$ cat config.mk
export PLATFORM = sky130hd
export DESIGN_NAME = bus_cmd_master
export DESIGN_NICKNAME = d
export VERILOG_FILES = /design/src/rtl/bus_cmd_pkg.sv /design/src/rtl/bus_cmd_fifo.sv /design/src/rtl/bus_cmd_master.sv
export SDC_FILE = /design/constraint.sdc
export NUM_CORES = 1
export LEC_CHECK = 0
export CAP_MARGIN = 30
export CELL_PAD_IN_SITES_DETAIL_PLACEMENT = 1
export CELL_PAD_IN_SITES_GLOBAL_PLACEMENT = 2
export CORE_AREA = 5 5 212 214
export DETAILED_ROUTE_END_ITERATION = 6
export DIE_AREA = 0 0 217 219
export PLACE_DENSITY_LB_ADDON = 0.1
export SLEW_MARGIN = 10
export SYNTH_ARGS = -nofsm -noshare
export SYNTH_HDL_FRONTEND = slang
export SYNTH_SLANG_ARGS = --single-unit
export TNS_END_PERCENT = 10
$ cat constraint.sdc
create_clock -name clk -period 3.1 [get_ports clk]
set_input_delay 0.62 -clock clk [delete_from_list [all_inputs] [get_ports clk]]
set_output_delay 0.62 -clock clk [all_outputs]
set_load 0.01 [all_outputs]
$ cat src/rtl/bus_cmd_pkg.sv
// bus_cmd_pkg: shared types and parameter defaults for the bus command master
package bus_cmd_pkg;
  localparam int DEPTH_DEF = 4;
  localparam int TIMEOUT_DEF = 16;
  typedef enum logic [1:0] {IDLE, REQ, WAIT, RESP} state_t;
  typedef struct packed {
    logic        write;
    logic [31:0] addr;
    logic [31:0] wdata;
    logic [3:0]  wstrb;
  } cmd_t;
endpackage

$ cat src/rtl/bus_cmd_fifo.sv
// bus_cmd_fifo: power-of-two circular command buffer with show-ahead read port
module bus_cmd_fifo
  import bus_cmd_pkg::*;
#(
  parameter int DEPTH = DEPTH_DEF,
  parameter int W = 8
) (
  input  logic         clk,
  input  logic         rst,
  input  logic         push,
  input  logic [W-1:0] din,
  input  logic         pop,
  output logic [W-1:0] dout,
  output logic         full,
  output logic         empty
);
  localparam int AW = $clog2(DEPTH);
  logic [W-1:0] mem_q [DEPTH];
  logic [AW-1:0] wr_ptr_q, wr_ptr_d, rd_ptr_q, rd_ptr_d;
  logic [AW:0] cnt_q, cnt_d;
  logic do_push, do_pop;
  assign full = cnt_q == (AW+1)'(DEPTH);
  assign empty = cnt_q == '0;
  assign dout = mem_q[rd_ptr_q];
  always_comb begin
    do_push = push && !full;
    do_pop = pop && !empty;
    wr_ptr_d = do_push ? wr_ptr_q + AW'(1) : wr_ptr_q;
    rd_ptr_d = do_pop ? rd_ptr_q + AW'(1) : rd_ptr_q;
    cnt_d = cnt_q + (AW+1)'(do_push) - (AW+1)'(do_pop);
  end
  always_ff @(posedge clk) begin
    if (rst) begin
      wr_ptr_q <= '0;
      rd_ptr_q <= '0;
      cnt_q <= '0;
    end else begin
      wr_ptr_q <= wr_ptr_d;
      rd_ptr_q <= rd_ptr_d;
      cnt_q <= cnt_d;
    end
  end
  always_ff @(posedge clk) begin
    if (do_push) mem_q[wr_ptr_q] <= din;
  end
endmodule

$ cat src/rtl/bus_cmd_master.sv
// bus_cmd_master: queues commands and issues them one at a time on a simple bus with timeout
module bus_cmd_master
  import bus_cmd_pkg::*;
#(
  parameter int DEPTH = DEPTH_DEF,
  parameter int TIMEOUT = TIMEOUT_DEF
) (
  input  logic        clk,
  input  logic        rst,
  input  logic        cmd_valid,
  output logic        cmd_ready,
  input  logic        cmd_write,
  input  logic [31:0] cmd_addr,
  input  logic [31:0] cmd_wdata,
  input  logic [3:0]  cmd_wstrb,
  output logic        m_valid,
  output logic        m_write,
  output logic [31:0] m_addr,
  output logic [31:0] m_wdata,
  output logic [3:0]  m_wstrb,
  input  logic        m_ready,
  input  logic        m_rvalid,
  input  logic [31:0] m_rdata,
  output logic        rsp_valid,
  input  logic        rsp_ready,
  output logic [31:0] rsp_rdata,
  output logic        rsp_err,
  output logic        rsp_write,
  output logic        busy
);
  localparam int CW = $clog2(TIMEOUT + 1);
  cmd_t push_cmd, head;
  logic full, empty, pop, done, timed_out;
  state_t state_q, state_d;
  logic [CW-1:0] cnt_q, cnt_d;
  logic cur_write_q, cur_write_d;
  logic m_valid_q, m_valid_d, m_write_q, m_write_d;
  logic [31:0] m_addr_q, m_addr_d, m_wdata_q, m_wdata_d;
  logic [3:0] m_wstrb_q, m_wstrb_d;
  logic rsp_valid_q, rsp_valid_d, rsp_err_q, rsp_err_d, rsp_write_q, rsp_write_d;
  logic [31:0] rsp_rdata_q, rsp_rdata_d;
  assign push_cmd = {cmd_write, cmd_addr, cmd_wdata, cmd_wstrb};
  assign cmd_ready = !rst && !full;
  assign busy = !rst && (!empty || state_q != IDLE);
  assign {m_valid, m_write, m_addr, m_wdata, m_wstrb} = {m_valid_q, m_write_q, m_addr_q, m_wdata_q, m_wstrb_q};
  assign {rsp_valid, rsp_rdata, rsp_err, rsp_write} = {rsp_valid_q, rsp_rdata_q, rsp_err_q, rsp_write_q};
  bus_cmd_fifo #(.DEPTH(DEPTH), .W($bits(cmd_t))) u_fifo (
    .clk(clk), .rst(rst), .push(cmd_valid && cmd_ready), .din(push_cmd),
    .pop(pop), .dout(head), .full(full), .empty(empty)
  );
  assign done = cur_write_q ? m_ready : m_rvalid;
  assign timed_out = cnt_q == CW'(TIMEOUT);
  always_comb begin
    state_d = state_q;
    cnt_d = cnt_q;
    cur_write_d = cur_write_q;
    m_valid_d = 1'b0;
    m_write_d = 1'b0;
    m_wstrb_d = 4'h0;
    m_addr_d = m_addr_q;
    m_wdata_d = m_wdata_q;
    rsp_valid_d = rsp_valid_q;
    rsp_err_d = rsp_err_q;
    rsp_write_d = rsp_write_q;
    rsp_rdata_d = rsp_rdata_q;
    pop = 1'b0;
    // completion is checked before the timeout so a late completion still wins
    if (state_q == REQ || state_q == WAIT) begin
      if (done || (state_q == WAIT && timed_out)) begin
        state_d = RESP;
        cnt_d = '0;
        rsp_valid_d = 1'b1;
        rsp_write_d = cur_write_q;
        rsp_err_d = !done;
        rsp_rdata_d = (done && !cur_write_q) ? m_rdata : 32'h0;
      end else begin
        state_d = WAIT;
        cnt_d = cnt_q + CW'(1);
      end
    end
    if (state_q == RESP && rsp_ready) begin
      state_d = IDLE;
      {rsp_valid_d, rsp_err_d, rsp_write_d, rsp_rdata_d} = '0;
    end
    if (!empty && (state_q == IDLE || (state_q == RESP && rsp_ready))) begin
      pop = 1'b1;
      state_d = REQ;
      cur_write_d = head.write;
      m_valid_d = 1'b1;
      m_write_d = head.write;
      m_addr_d = head.addr;
      m_wdata_d = head.wdata;
      m_wstrb_d = head.write ? head.wstrb : 4'h0;
    end
  end
  always_ff @(posedge clk) begin
    if (rst) begin
      state_q <= IDLE;
      cnt_q <= '0;
      cur_write_q <= 1'b0;
      m_valid_q <= 1'b0;
      m_write_q <= 1'b0;
      m_addr_q <= '0;
      m_wdata_q <= '0;
      m_wstrb_q <= '0;
      rsp_valid_q <= 1'b0;
      rsp_err_q <= 1'b0;
      rsp_write_q <= 1'b0;
      rsp_rdata_q <= '0;
    end else begin
      state_q <= state_d;
      cnt_q <= cnt_d;
      cur_write_q <= cur_write_d;
      m_valid_q <= m_valid_d;
      m_write_q <= m_write_d;
      m_addr_q <= m_addr_d;
      m_wdata_q <= m_wdata_d;
      m_wstrb_q <= m_wstrb_d;
      rsp_valid_q <= rsp_valid_d;
      rsp_err_q <= rsp_err_d;
      rsp_write_q <= rsp_write_d;
      rsp_rdata_q <= rsp_rdata_d;
    end
  end
endmodule

======== Word-level counts from Yosys, hierarchy flattened ========
Memory sizes are Yosys's and may differ from the RTL's. A register that Yosys moved wholly into a read port is not among the register bits.
Index checks and enable logic that the tools add are counted.
word-level totals
  logic and storage cells ................. 68
  memories kept ........................... 1
  input port bits ......................... 107
  RAM bits ................................ 276
  output and inout bits ................... 107
  bits in registers ....................... 120
operators by class
  mux-type cells .......................... 12
  equality and inequality tests ........... 5
  $add $sub $neg .......................... 5
  bitwise gates (word level) .............. 2
  reduce and logical (&&, ||, !) cells .... 27
memory list
  name          depth  bits a word  read ports  clocked after memory_dff  write ports  RTL line            text
  u_fifo.mem_q  4      69           1           1                         1            bus_cmd_fifo.sv:18  logic [W-1:0] mem_q [DEPTH];
operator list
  kind                 number
  $mux 32              1
  $logic_and 1x1->1    9
  $mux 1               8
  $reduce_or 3->1      2
  $add 5x1->5 const B  1
  $eq 5x5->1 const B   1
  $logic_not 1->1      5
  $mux 5               1
  $add 2x1->2 const B  2
  $eq 2x2->1 const B   2
  $logic_or 1x1->1     4
  $mux 2               2
  $reduce_or 2->1      2
  $add 3x1->3          1
  $eq 3x3->1 const B   1
  $logic_not 3->1      1
  $reduce_bool 3->1    1
  $sub 3x1->3          1
  $eq 2x1->1 const B   1
  $logic_not 2->1      1
  $not 1->1            2
  $reduce_and 2->1     1
  $reduce_bool 2->1    1

======== Depth between registers and ports, before layout ========
Gate-level depths: netlist of run 1.
  depth after elaboration ................. 8
  mapped depth ............................ 13
  depth with buffers taken out ............ 12

======== By module ========
From an unflattened synthesis of run 1, not the netlist that was laid out.
unflattened totals
  cells, all modules ...................... 775
  area total of the unflattened synthesis .. 14256.2 um^2
modules (own cells, without submodules)
  module          times used  area an instance (um^2)  cells each  seq. area each (um^2)
  bus_cmd_fifo    1           10431.3                  412         8468.1
  bus_cmd_master  1           3824.9                   363         2262.2

======== Least setup slack after synthesis of run 1 ========
No wires, ideal clock.
  path type ............................... input port to flip-flop
  from .................................... in rst
  to ...................................... mem u_fifo.mem_q[1][0] (netlist bit) (enable)
  slack ................................... -0.136 ns
  data required time ...................... 2.665 ns
  stages on the path ...................... 3
  buffers on the path ..................... 1
  data arrival time ....................... 2.801 ns
  cells stage by stage .................... buf_2 nor3b_2 and2_1
on the way
  cells in the longest elaborated chain, start to end .. 6
ends and longest elaborated chain
  element                       RTL line              text
  from (decl)                   bus_cmd_master.sv:9   input logic rst,
  $logic_not 1->1               bus_cmd_master.sv:43  assign cmd_ready = !rst && !full;
  $logic_and 1x1->1             bus_cmd_master.sv:43
  $logic_and 1x1->1             bus_cmd_master.sv:48  .clk(clk), .rst(rst), .push(cmd_valid && cmd_ready), .din(push_cmd),
  $logic_and 1x1->1             bus_cmd_fifo.sv:26    do_push = push && !full;
  net u_fifo.do_push            bus_cmd_fifo.sv:21    logic do_push, do_pop;
  $mux 1                        bus_cmd_fifo.sv:44    if (do_push) mem_q[wr_ptr_q] <= din;
  $mux 1 (implied by the code)  bus_cmd_fifo.sv:44
  to (decl)                     bus_cmd_fifo.sv:18
The timed path passes the listed nets, and every way through them passes these cells.

======== Final worst setup path of run 1 ========
  from .................................... reg state_q[0]
  to ...................................... out busy
on the way
  cells in the longest elaborated chain, start to end .. 3
ends and longest elaborated chain
  element                 RTL line               text
  from (decl)             bus_cmd_master.sv:34   state_t state_q, state_d;
  from (signal assigned)  bus_cmd_master.sv:111  state_q <= state_d;
  $reduce_bool 2->1       bus_cmd_master.sv:44   assign busy = !rst && (!empty || state_q != IDLE);
  $logic_or 1x1->1        bus_cmd_master.sv:44
  $logic_and 1x1->1       bus_cmd_master.sv:44
  to (decl)               bus_cmd_master.sv:29   output logic busy
Every way passes these cells.

==> results, run 1 <==
- The combined global-route utilization of all metal layers is 16.1%.
- Sorting the synthesized cells by area gives the leading types as sky130_fd_sc_hd__edfxtp_1 56%, sky130_fd_sc_hd__dfxtp_1 17%, sky130_fd_sc_hd__mux4_2 11%, sky130_fd_sc_hd__o21ai_0 3.4%, sky130_fd_sc_hd__a21oi_1 2.4%.
- The arrival time of data at the critical path endpoint is 2.04 ns.
- Between clock sinks in the finished design, the worst skew comes to 0.00849 ns.
- Counting flops with a built-in enable in the synthesized netlist gives 276.
- Setup violations remaining at the end of the flow were counted as 0.
- The data required time at the worst endpoint is 2.48 ns.
- The initial utilization of the core area, before any placement, comes to 34.6%.
- The master of the slowest instance on the critical path is sky130_fd_sc_hd__clkdlybuf4s50_1.
- VDD sags by at most 0.410 mV.
- The routability congestion estimate from global placement is 0.688.
- For this run, design rule violations remaining after detail routing come to 0.
- TritonCTS created 45 clock buffers.
- The number of antenna diodes in the final layout is 0.
- Setup slack closes at 0.444 ns.
- After Yosys synthesis, full adders, half adders and majority gates account for 1.07% of the synthesized area.
- Based on the critical path, the design can be clocked at up to 376 MHz.
- The final max-slew violation count was 0.
- The filler cell count is 4,191.
- The share of the synthesized area in compound gates (AO/OA/AOI/OAI) is 6.43%.
- The completed layout was analyzed and its total power is 17,300 µW.
- By area, the combinational part of the netlist is dominated by multiplexers.
- In this run the mean area of a mapped cell was 16.0 µm².
- The number of nets at the end of the flow is 1,265.
- The via density per instance is 5.12.
- STA classifies the critical path endpoint as an output pin.
- In this run the vertical extent of the chip is 219 µm.
- The netlist uses 42 different library cells.
- The detailed router finished its first iteration with 429 violations.
- The number of top-level pins is 214.
- Yosys printed 0 warnings.
- The net count after synthesis is 1,041.
- The synthesized netlist devotes 5.99% of its cell area to simple gates.
- The horizontal extent of the die is 217 µm.
- The wire length per cell is 22.4 µm.
- The floorplan has 76 rows.
- The tool flagged a number of max-cap violations equal to 0.
- In this run the tool buffered the top-level ports with 213 buffer cells.
- Before CTS, the worst setup slack after placement is 0.188 ns.
- The root buffer cell is sky130_fd_sc_hd__clkbuf_16.
- Of all cell types, the one taking the most synthesized area is sky130_fd_sc_hd__edfxtp_1.
- After synthesis the cells add up to 14,800 µm².
- For this run, the leading register cell type out of synthesis is sky130_fd_sc_hd__edfxtp_1.
- The number of global-route vias before repair was 9,578.
- The slew of the pin with the lowest slew margin is 0.870 ns.
- The final layout contains routed wiring with a total length of 38,800 µm.
- The most frequent standard cell in the layout excluding fill and tap cells is sky130_fd_sc_hd__edfxtp_1.
- The ratio of cells with drive above 1 in the final layout is 15.5%.
- The worst path in the final design needs a cycle of 2.66 ns, including I/O delays and setup.
- The insertion delay of the later-clocked pin in the worst-skew pair is 0.56 ns.
- Once the clock tree was built, the resizer swapped 0 gates to a different size.
- Compared with the post-synthesis result, the final layout area differs by 29.6%.
- In this run the post-CTS setup repair buffer count came out at 0.
- Traced cell by cell, the critical path runs through inv_1, ha_1, a21oi_1, clkdlybuf4s50_1.
- In this run the remaining antenna-violating nets after routing total 0.
- The share of the core filled with cells is 44.8%.
- The TritonCTS clock tree is built.
- Along the worst path, the maximum fanout reaches 3.
- The total negative slack for setup checks is 0 ns.
- Summed over its instances, the top area cell type makes up 56.2% of the synthesized netlist area.
- The critical path is of the flip-flop to output pin type.
- The critical path launch point type is a flip-flop.
- The H-tree was split into 2 levels.
- Setup repair after global routing left no endpoint under its margin.
- Leaving out fill and tap cells, the most frequent cells in the layout are 276 x sky130_fd_sc_hd__edfxtp_1, 212 x sky130_fd_sc_hd__clkdlybuf4s50_1, 120 x sky130_fd_sc_hd__dfxtp_1.
- The multiplexer area fraction after synthesis is 10.8%.
- The via count of the routed design is 8,851.
- Measured against its own limit, the worst slew margin works out to 42.0%.
- The area of the die is 47,500 µm².
- The leakage dissipation is 0.00618 µW.
- Entering global routing, the biggest net connects 68 pins.
- The first global-routing pass estimated 58,800 µm of wire.
- Of the synthesized area, sequential elements account for 72.7%.
- The flow ran to the end, and the final reports show no timing, DRC or antenna violations.
- Clock-pin slew was measured on the worst setup and hold paths at 0.06 ns.
- The number of antenna violations at the first check in global routing is 2.
- The sum of net half-perimeters after detailed placement is 23,300 µm.
- The async set-reset flop share out of synthesis is 0%.
- The core region is 42,700 µm².
- The number of hold-slack violations in the final timing report is 0.
- The synthesized-area fraction occupied by xor and xnor cells is 0.178%.
- The min-delay analysis places its worst path in the category input pin to flip-flop.
- CTS saw 398 sinks.
- The remaining global-route overflow is 0.
- The tightest hold margin is 0.451 ns.
- In the finished design, the share of the clock period the worst path needs comes to 85.7%.
- In this run the power density over the cells is 903 nW/µm².
- The cell count after synthesis came out at 922.
- The number of optimization iterations in the first detailed-route pass is 6.
- On the worst path, the slowest cell contributes a delay of 0.61 ns.
- The longest clock path from root to sink contains 3 buffers.
- Hold repair after CTS inserted 0 buffers.
- The number of synthesized register bits is 398.
-- cells in the mapped netlist (2+ instances only) --
library cell and number:
sky130_fd_sc_hd__edfxtp_1 276, sky130_fd_sc_hd__buf_1 10, sky130_fd_sc_hd__nand4_1 35, sky130_fd_sc_hd__ha_1 11
sky130_fd_sc_hd__nand3_1 64, sky130_fd_sc_hd__buf_4 7, sky130_fd_sc_hd__nor2_1 8, sky130_fd_sc_hd__o2111ai_1 2
sky130_fd_sc_hd__o21ai_0 100, sky130_fd_sc_hd__nand2_1 39, sky130_fd_sc_hd__nor2b_1 7, sky130_fd_sc_hd__clkbuf_1 35
sky130_fd_sc_hd__mux4_2 69, sky130_fd_sc_hd__inv_1 13, sky130_fd_sc_hd__dfxtp_1 122, sky130_fd_sc_hd__xor2_1 3
sky130_fd_sc_hd__mux2i_1 3, sky130_fd_sc_hd__nor3_1 4, sky130_fd_sc_hd__buf_12 3, sky130_fd_sc_hd__buf_2 15
sky130_fd_sc_hd__and2_1 5, sky130_fd_sc_hd__or3_1 2, sky130_fd_sc_hd__a21oi_1 70
-- metal layers --
metal / GRT usage (%) / vias up / share of wire (%)
met4: 3.35 / 4 / 1.4
met3: 3.95 / 51 / 5.1
met5: 0 / - / 0.070
met1: 20.7 / 4561 / 44
met2: 28.0 / 208 / 50
li1: - / 4027 / -
-- registers in the layout (all words and copies together), names as in the netlist, 2 cells and up, named ones only --
register	cells
cnt_q	5
rsp_rdata	32
m_addr	32
u_fifo.rd_ptr_q	2
u_fifo.wr_ptr_q	2
m_wstrb	4
u_fifo.cnt_q	3
m_wdata	32
u_fifo.mem_q	276
state_q	2
-- critical path: cells and delay by family (launching register included) --
family	cells	cell delay, ns
flops	1	0.37
compound gates	1	0.16
fa+ha+maj	1	0.27
buf+inv	2	0.69
-- kinds of logic after synthesis --
kind of cell | count (synthesis)
compound gates | 181
xor+xnor | 3
fa+ha+maj | 12
buf+inv | 84
flops | 398
mux | 73
simple gates | 171
-- power breakdown --
| part | internal (µW) | switching (µW) |
|---|---|---|
| sequential | 6450 | 514 |
| combinational | 2360 | 2820 |
| clock | 3070 | 2070 |
-- metrics by stage --
| stage | instance area (µm²) | instances |
|---|---|---|
| floorplan | 14800 | 922 |
| global placement | 17700 | 1645 |
| detailed placement | 17700 | 1645 |
| CTS | 19100 | 1729 |
| global route | 19100 | 1729 |
| finish | 19100 | 1729 |
-- path summary, 6_finish.rpt --
path                startpoint              end  slack [ns]  depth (start not counted)
hold reg to reg   rsp_rdata[4]     rsp_rdata[4]        0.45                          2
hold / removal             rst  u_fifo.cnt_q[1]        0.45                          2
setup / recovery    state_q[0]             busy        0.44                          4
setup reg to reg    state_q[0]  u_fifo.cnt_q[2]        0.72                         12
-- area by class of cell --
class / instances / area, µm² / share of cell area [%]
clock buffers: 70 / 1310 / 6.86
clock inverters: 14 / 120 / 0.628
inverters: 13 / 48.8 / 0.255
multi-input cells: 440 / 3660 / 19.1
flip-flops and latches: 398 / 10700 / 56.1
well taps: 546 / 683 / 3.57
repair buffers: 248 / 2570 / 13.4
(Power assumes the default switching activity.)
==> run 2, diff against run 1 <==
CORE_AREA = 5 5 228 230   (was 5 5 212 214)
CTS_BUF_LIST = sky130_fd_sc_hd__clkbuf_8 sky130_fd_sc_hd__clkbuf_16   (was default)
DIE_AREA = 0 0 233 235   (was 0 0 217 219)
clock period = 2.52 ns   (was 3.1 ns; I/O delays follow)
==> run 2 against run 1 <==
Largest power group unchanged. Critical endpoint is now cmd_ready. Combinational power is 26% higher. Die area rose by 15%. Critical path type unchanged. Sequential share of layout area shrank 0.98 points. Non-clock buffer count shrank 2. Largest cell class unchanged. First-iteration DRC count grew 13%. Setup slack got worse by 0.28 ns.
==> results, run 2 (synthesis gave the netlist of run 1 again) <==
- The number of nets at the end of the flow is 1,266.
- The number of standard-cell rows in the floorplan is 82.
- In the final routed layout, each cell accounts on average for 21.3 µm.
- The worst register-to-register path has a depth of 12.
- The final number of setup-violating endpoints is 0.
- The critical path buffer and inverter count is 1.
- Static timing analysis puts the maximum clock frequency at 425 MHz.
- Entering global routing, the biggest net connects 69 pins.
- The tightest hold margin is 0.442 ns.
- Setup repair after global routing left no endpoint under its margin.
- The detail route stage leaves a number of antenna-violating nets equal to 0.
- Global routing finished with a remaining overflow of 0.
- The data required time at the worst endpoint is 2.02 ns.
- In this design, the largest share of critical-path delay is due to buffers and inverters.
- The signal on the critical path passes through nor3b_2, nor2_1, clkdlybuf4s50_1.
- The root buffer cell is sky130_fd_sc_hd__clkbuf_16.
- Across the run, the number of max-cap violations was 0.
- For the pin with the worst max-slew slack, the measured transition is 0.933 ns.
- By startpoint and endpoint, the worst setup path is classified as flip-flop to output pin.
- The setup check on the worst reg-to-reg path leaves a slack of 0.23 ns.
- The end of the worst register-to-register path is u_fifo.cnt_q[2].
- The master of the slowest instance on the critical path is sky130_fd_sc_hd__clkdlybuf4s50_1.
- IR analysis of the VDD net gives a maximum drop of 0.537 mV.
- The library cell used most frequently in the layout, excluding fill and tap cells, is sky130_fd_sc_hd__edfxtp_1.
- The flow ran to the end, and the final reports show no timing, DRC or antenna violations.
- The most critical setup path has its endpoint at cmd_ready.
- In this run the cell area measured after placement is 17,900 µm².
- The first detailed-routing pass took 4 iterations.
- The worst path meets setup with 0.168 ns of slack.
- The number of clock buffers added by TritonCTS is 48.
- The congestion estimate from routability-driven global placement came to 0.685.
- Using the TritonRoute via totals, the vias-per-cell ratio works out to 4.75.
- The final max-slew violation count is 0.
- The number of antenna violations at the first check in global routing came to 7.
- The worst-case clock skew is 0.0150 ns.
- The number of global-route vias before repair came to 9,591.
- The register with the most flip-flops in the layout has 276 of them.
- Global routing used 14.4% of the available tracks across all layers.
- The critical path runs through a total of 3 cells.
- The horizontal extent of the die is 233 µm.
- The starting density of the core is 29.7%.
- The critical-path maximum fanout is 6.
- The vertical die dimension is 235 µm.
- The DRC marker count from the first detailed-route iteration is 484.
- The minimum period implied by the final worst setup slack is 2.35 ns.
- The insertion delay of the later-clocked pin in the worst-skew pair is 0.56 ns.
- Timing analysis after detailed placement gives a worst setup slack of -0.127 ns.
- The clock drives 398 sinks.
- The number of hold-repair buffers added at the cts stage is 0.
- The TritonCTS clock tree is built.
- The worst slew margin relative to its limit is 37.8%.
- The fraction of the cycle the final worst path needs is 93.3%.
- Compared with the post-synthesis result, the final layout area differs by 31.9%.
- STA classifies the critical path startpoint as a flip-flop.
- The number of hold-slack violations in the final timing report is 0.
- During placement, the flow inserted port buffers numbering 213.
- The clock-pin transition on the worst setup and hold timing paths is 0.05 ns.
- Wires add up to 39,600 µm.
- The leakage dissipation is 0.00635 µW.
- The number of top-level pins is 214.
- Data arrives at the worst endpoint at 1.85 ns.
- Counting along the longest clock path gives a buffer depth of 3.
- In the layout the commonest cells are 276 x sky130_fd_sc_hd__edfxtp_1, 211 x sky130_fd_sc_hd__clkdlybuf4s50_1, 120 x sky130_fd_sc_hd__dfxtp_1.
- The total power after layout is 21,800 µW.
- The ratio of cells with drive above 1 in the final layout is 15.7%.
- The classification of the worst-slack hold path is input pin to flip-flop.
- The die covers 54,800 µm².
- The power per cell area is 1120 nW/µm².
- The filler cell count is 5,025.
- The number of levels the H-tree was split into is 2.
- The wire length of the first global-routing pass is 60,300 µm.
- The largest stage delay on the critical path is 0.57 ns.
- Counting flops per register, the top entry is u_fifo.mem_q.
- The DRC violation count after routing is 0.
- The via count of the routed design is 8,840.
- The wire-length estimate of the detail-placed layout is 22,700 µm.
- The placeable core region is 49,700 µm².
- After routing the design area is 19,500 µm².
- The worst register-to-register path begins at state_q[1].
- The post-CTS setup-driven buffer insertion count is 0.
- The start point of the critical path is u_fifo.cnt_q[1].
- The worst setup path is captured at an output pin.
==> run 2: worst min-delay path by stage <==
stage / slack, ns / end / startpoint / cells after the start
floorplan: 0.47 / cnt_q[1] / cnt_q[1] / 2
global placement: 0.44 / rsp_rdata[26] / rsp_rdata[26] / 2
detailed placement: 0.45 / rsp_rdata[7] / rsp_rdata[7] / 2
CTS: 0.40 / u_fifo.wr_ptr_q[0] / rst / 4
global route: 0.44 / u_fifo.wr_ptr_q[0] / rst / 4
finish: 0.44 / u_fifo.wr_ptr_q[0] / rst / 4
==> run 2: layout make-up <==
class	count	area, µm²	share of cell area (%)
Sequential cell	398	10700	55.2
Multi-Input combinational cell	440	3660	18.8
Timing Repair Buffer	246	2590	13.3
Clock buffer	56	1330	6.85
Tap cell	672	841	4.32
Clock inverter	34	258	1.32
Inverter	13	48.8	0.251
Antenna cell	1	2.50	0.0129
==> run 2: per-stage QoR <==
| stage | std cells | utilization, % | setup TNS, ns |
|---|---|---|---|
| 6_report | 1860 | 39.2 | 0 |
| 5_1_grt | 1859 | 39.2 | 0 |
| 4_1_cts | 1859 | 39.2 | 0 |
| 3_5_place_dp | 1769 | 36.0 | -0.127 |
| 3_3_place_gp | 1769 | 36.0 | -0.133 |
| 2_1_floorplan | 922 | - | -124.11 |
==> run 2: what timing repair did <==
| action | in CTS | in global routing |
|---|---|---|
| resized for setup | 1 | 1 |
| setup endpoints to repair | 1 | 1 |
| hold endpoints to repair | 0 | 0 |
==> run 2: routing by layer <==
metal  share of wire, %  global-route usage [%]
met1                 44                    18.8
met5               0.12                       0
met2                 49                    24.1
met4                2.1                    4.15
met3                4.9                    3.19
==> run 2: worst register-to-register path, stage by stage (launching register included) <==
cell and delay (ns):
sky130_fd_sc_hd__dfxtp_1 0.37, sky130_fd_sc_hd__inv_1 0.06, sky130_fd_sc_hd__ha_1 0.24, sky130_fd_sc_hd__a21oi_4 0.13, sky130_fd_sc_hd__nor2_1 0.07, sky130_fd_sc_hd__ha_1 0.29, sky130_fd_sc_hd__inv_1 0.06, sky130_fd_sc_hd__ha_1 0.13
sky130_fd_sc_hd__inv_1 0.05, sky130_fd_sc_hd__fa_1 0.39, sky130_fd_sc_hd__xor2_1 0.16, sky130_fd_sc_hd__and2_1 0.16, sky130_fd_sc_hd__nor3_1 0.11
==> run 2: report_power, final <==
| group | total [µW] | leakage, µW | switching (µW) | internal (µW) |
|---|---|---|---|---|
| sequential | 8450 | 0.00350 | 512 | 7940 |
| combinational | 6520 | 0.00199 | 3590 | 2930 |
| clock | 6810 | 0.000854 | 2650 | 4160 |
| total | 21800 | 0.00635 | 6760 | 15000 |
==> run 3, diff against run 2 <==
PLACE_DENSITY = 0.61   (was default)
PLACE_DENSITY_LB_ADDON = default   (was 0.1)
==> run 3 against run 2 <==
Critical path depth stayed put. Clock skew is 0.0098 ns higher. Non-clock buffer count is 12 higher. Clock power is 9.1% lower. Die area stayed put. Worst hold slack worse by 0.0051 ns. Sequential share of layout area is 0.12 points higher. Largest cell class unchanged. Highest routed layer unchanged.
==> results, run 3 (synthesis gave the netlist of run 1 again) <==
- The run finished with clean final reports.
- The wire length per cell is 21.5 µm.
- The power per cell area is 1100 nW/µm².
- The root buffer cell is sky130_fd_sc_hd__clkbuf_16.
- The number of nets at the end of the flow is 1,275.
- Clock tree synthesis inserted a total of 45 buffers.
- The area of the die is 54,800 µm².
- Final hold analysis gives a worst-case slack of 0.437 ns.
- For hold timing, the worst endpoint is u_fifo.wr_ptr_q[0].
- The core region is 49,700 µm².
- The register with the most flip-flops in the layout has 276 of them.
- Once detailed placement completed, the half-perimeter wirelength came to 24,300 µm.
- Counting every sink on the clock net gives 398.
- The first global-routing pass estimated 60,900 µm of wire.
- After detailed routing, the total wire length is 40,100 µm.
- The number of antenna violations at the first check in global routing is 5.
- Measured along the y axis, the die boundary spans 235 µm.
- In this run the number of H-tree levels came out at 2.
- After clock tree synthesis, the clock-pin slew on the worst setup and hold paths is 0.06 ns.
- The area growth from synthesis to layout is 31.6%.
- The worst-case clock skew is 0.0248 ns.
- The startpoint identified for the worst hold timing path is rst.
- In this run the post-CTS setup repair buffer count came out at 0.
- The fraction of the cycle the final worst path needs is 94.6%.
- Once placement finished, the instance area stood at 18,000 µm².
- Before antenna repair, the detailed router went through 4 iterations.
- The maximum clock rate is 420 MHz.
- The leakage dissipation is 0.00629 µW.
- Entering global routing, the biggest net connects 68 pins.
- For this design the top-level I/O count stands at 214.
- The remaining global-route overflow is 0.
- The number of buffers on the longest clock path is 3.
- The via density per instance is 4.77.
- The horizontal extent of the die is 233 µm.
- The library cell used most frequently in the layout, excluding fill and tap cells, is sky130_fd_sc_hd__edfxtp_1.
- The count of nets left with antenna violations after detail routing is 0.
- Setup repair after global routing left no endpoint under its margin.
- The minimum period implied by the final worst setup slack is 2.38 ns.
- The library cells used most frequently in the layout, excluding fill and tap cells, are 276 x sky130_fd_sc_hd__edfxtp_1, 211 x sky130_fd_sc_hd__clkdlybuf4s50_1, 120 x sky130_fd_sc_hd__dfxtp_1.
- The number of global-route vias before repair is 9,593.
- The data required time at the worst endpoint is 2.02 ns.
- The number of hold-repair buffers added at the cts stage is 0.
- The final max-slew violation count is 0.
- The insertion delay of the later-clocked pin in the worst-skew pair is 0.57 ns.
- The TritonCTS clock tree is built.
- Along the worst hold path, the cell count comes to 4.
- For this run, the slowest stage of the critical path takes 0.61 ns.
- The arrival time of data at the critical path endpoint is 1.88 ns.
- The via count of the routed design is 8,914.
- In this run the worst hold path is classified as input pin to flip-flop.
- The peak supply drop is 0.511 mV.
- Along the worst path, the maximum fanout reaches 6.
- Once layout is done, the placed cells without fillers occupy 19,400 µm².
- The critical path goes through nor3b_2, nor2_1, clkdlybuf4s50_1.
- For this design, the slowest cell found on the critical path is sky130_fd_sc_hd__clkdlybuf4s50_1.
- The worst slew margin relative to its limit is 36.1%.
- The worst register-to-register path ends at u_fifo.cnt_q[2].
- The worst register-to-register path has a setup slack of 0.19 ns.
- Overall power consumption after layout is estimated at 21,400 µW.
- Of the cells placed in the final design, the portion with a size suffix greater than 1 is 16.3%.
- The DRC violation count after routing is 0.
- During placement, the flow inserted port buffers numbering 213.
- Setup violations remaining at the end of the flow were counted as 0.
- Max-cap violations in this run came to 0.
- The combined global-route utilization of all metal layers is 14.5%.
- The worst setup path is captured at an output pin.
- The number of standard-cell rows in the floorplan is 82.
- In this run, the number of DRC markers left after iteration 0 of detailed routing was 497.
- The number of hold-slack violations in the final timing report was 0.
- The register with the most flip-flops in the final layout is u_fifo.mem_q.
- The beginning of the worst register-to-register path is state_q[0].
- By startpoint and endpoint, the worst setup path is classified as flip-flop to output pin.
- At the end of routability-driven placement, the weighted congestion stood at 0.694.
- The slew of the pin with the lowest slew margin is 0.958 ns.
- For this configuration, the core starts out at a cell density of 29.7%.
- The share of the core filled with cells is 39.1%.
- The worst setup path is launched from a flip-flop.
- Measured in cells, the most critical reg-to-reg path has a length of 12.
run 3: changes by cell type in the layout (fill, tap and decap cells not counted), moves of 3 or more:
cell | before | now
sky130_fd_sc_hd__buf_12 | 17 | 21
sky130_fd_sc_hd__buf_4 | 17 | 25
sky130_fd_sc_hd__clkbuf_16 | 50 | 47
sky130_fd_sc_hd__clkbuf_8 | 6 | 0
sky130_fd_sc_hd__clkinv_1 | 5 | 12
sky130_fd_sc_hd__clkinv_2 | 2 | 6
sky130_fd_sc_hd__inv_1 | 33 | 23
run 3: repair_timing:
action	in CTS	in global routing
pin swaps	0	0
gates cloned	0	0
gates resized for setup	1	1
endpoints found under the setup margin	1	1
run 3: worst max-delay path: cells and delay by family (launching register included):
| kind | cells | cell delay [ns] |
|---|---|---|
| buffers and inverters | 1 | 0.61 |
| DFF | 1 | 0.48 |
| and+or+nand+nor | 2 | 0.22 |
run 3: through the flow:
stage | worst slack [ns] | std cells | setup TNS [ns]
3_3_place_gp | -0.144 | 1781 | -0.144
5_1_grt | 0.0246 | 1864 | 0
6_report | 0.136 | 1867 | 0
3_5_place_dp | -0.152 | 1781 | -0.152
4_1_cts | 0.00102 | 1864 | 0
2_1_floorplan | -0.600 | 922 | -124.11
run 3: worst max-delay path by stage:
stage,cells after the start,endpoint,startpoint
after global placement,11,u_fifo.cnt_q[2],rsp_ready
after detailed placement,11,u_fifo.cnt_q[2],rsp_ready
after CTS,3,cmd_ready,u_fifo.cnt_q[2]
after global routing,3,cmd_ready,u_fifo.cnt_q[1]
after floorplan,3,u_fifo.mem_q[3][0],rst
final,3,cmd_ready,u_fifo.cnt_q[1]
run 3: layout make-up:
type,instances,area (µm²)
Clock buffer,47,1180
Tap cell,672,841
Timing Repair Buffer,258,2730
Clock inverter,36,223
Antenna cell,3,7.51
Sequential cell,398,10700
Multi-Input combinational cell,440,3660
Inverter,13,48.8
Fill cell,5058,30200
run 3: metal layers:
metal / share of wire [%] / routed length, µm / GRT usage (%)
met5: 0.085 / 34 / 0
met1: 43 / 17300 / 18.8
met3: 6.8 / 2720 / 4.44
met4: 1.7 / 686 / 3.28
met2: 48 / 19300 / 23.9
run 3: where the power goes:
group / leakage (µW) / switching (µW) / internal [µW]
logic: 0.00207 / 3590 / 3060
clock network: 0.000721 / 2610 / 3580
registers: 0.00350 / 620 / 7930
total: 0.00629 / 6830 / 14600
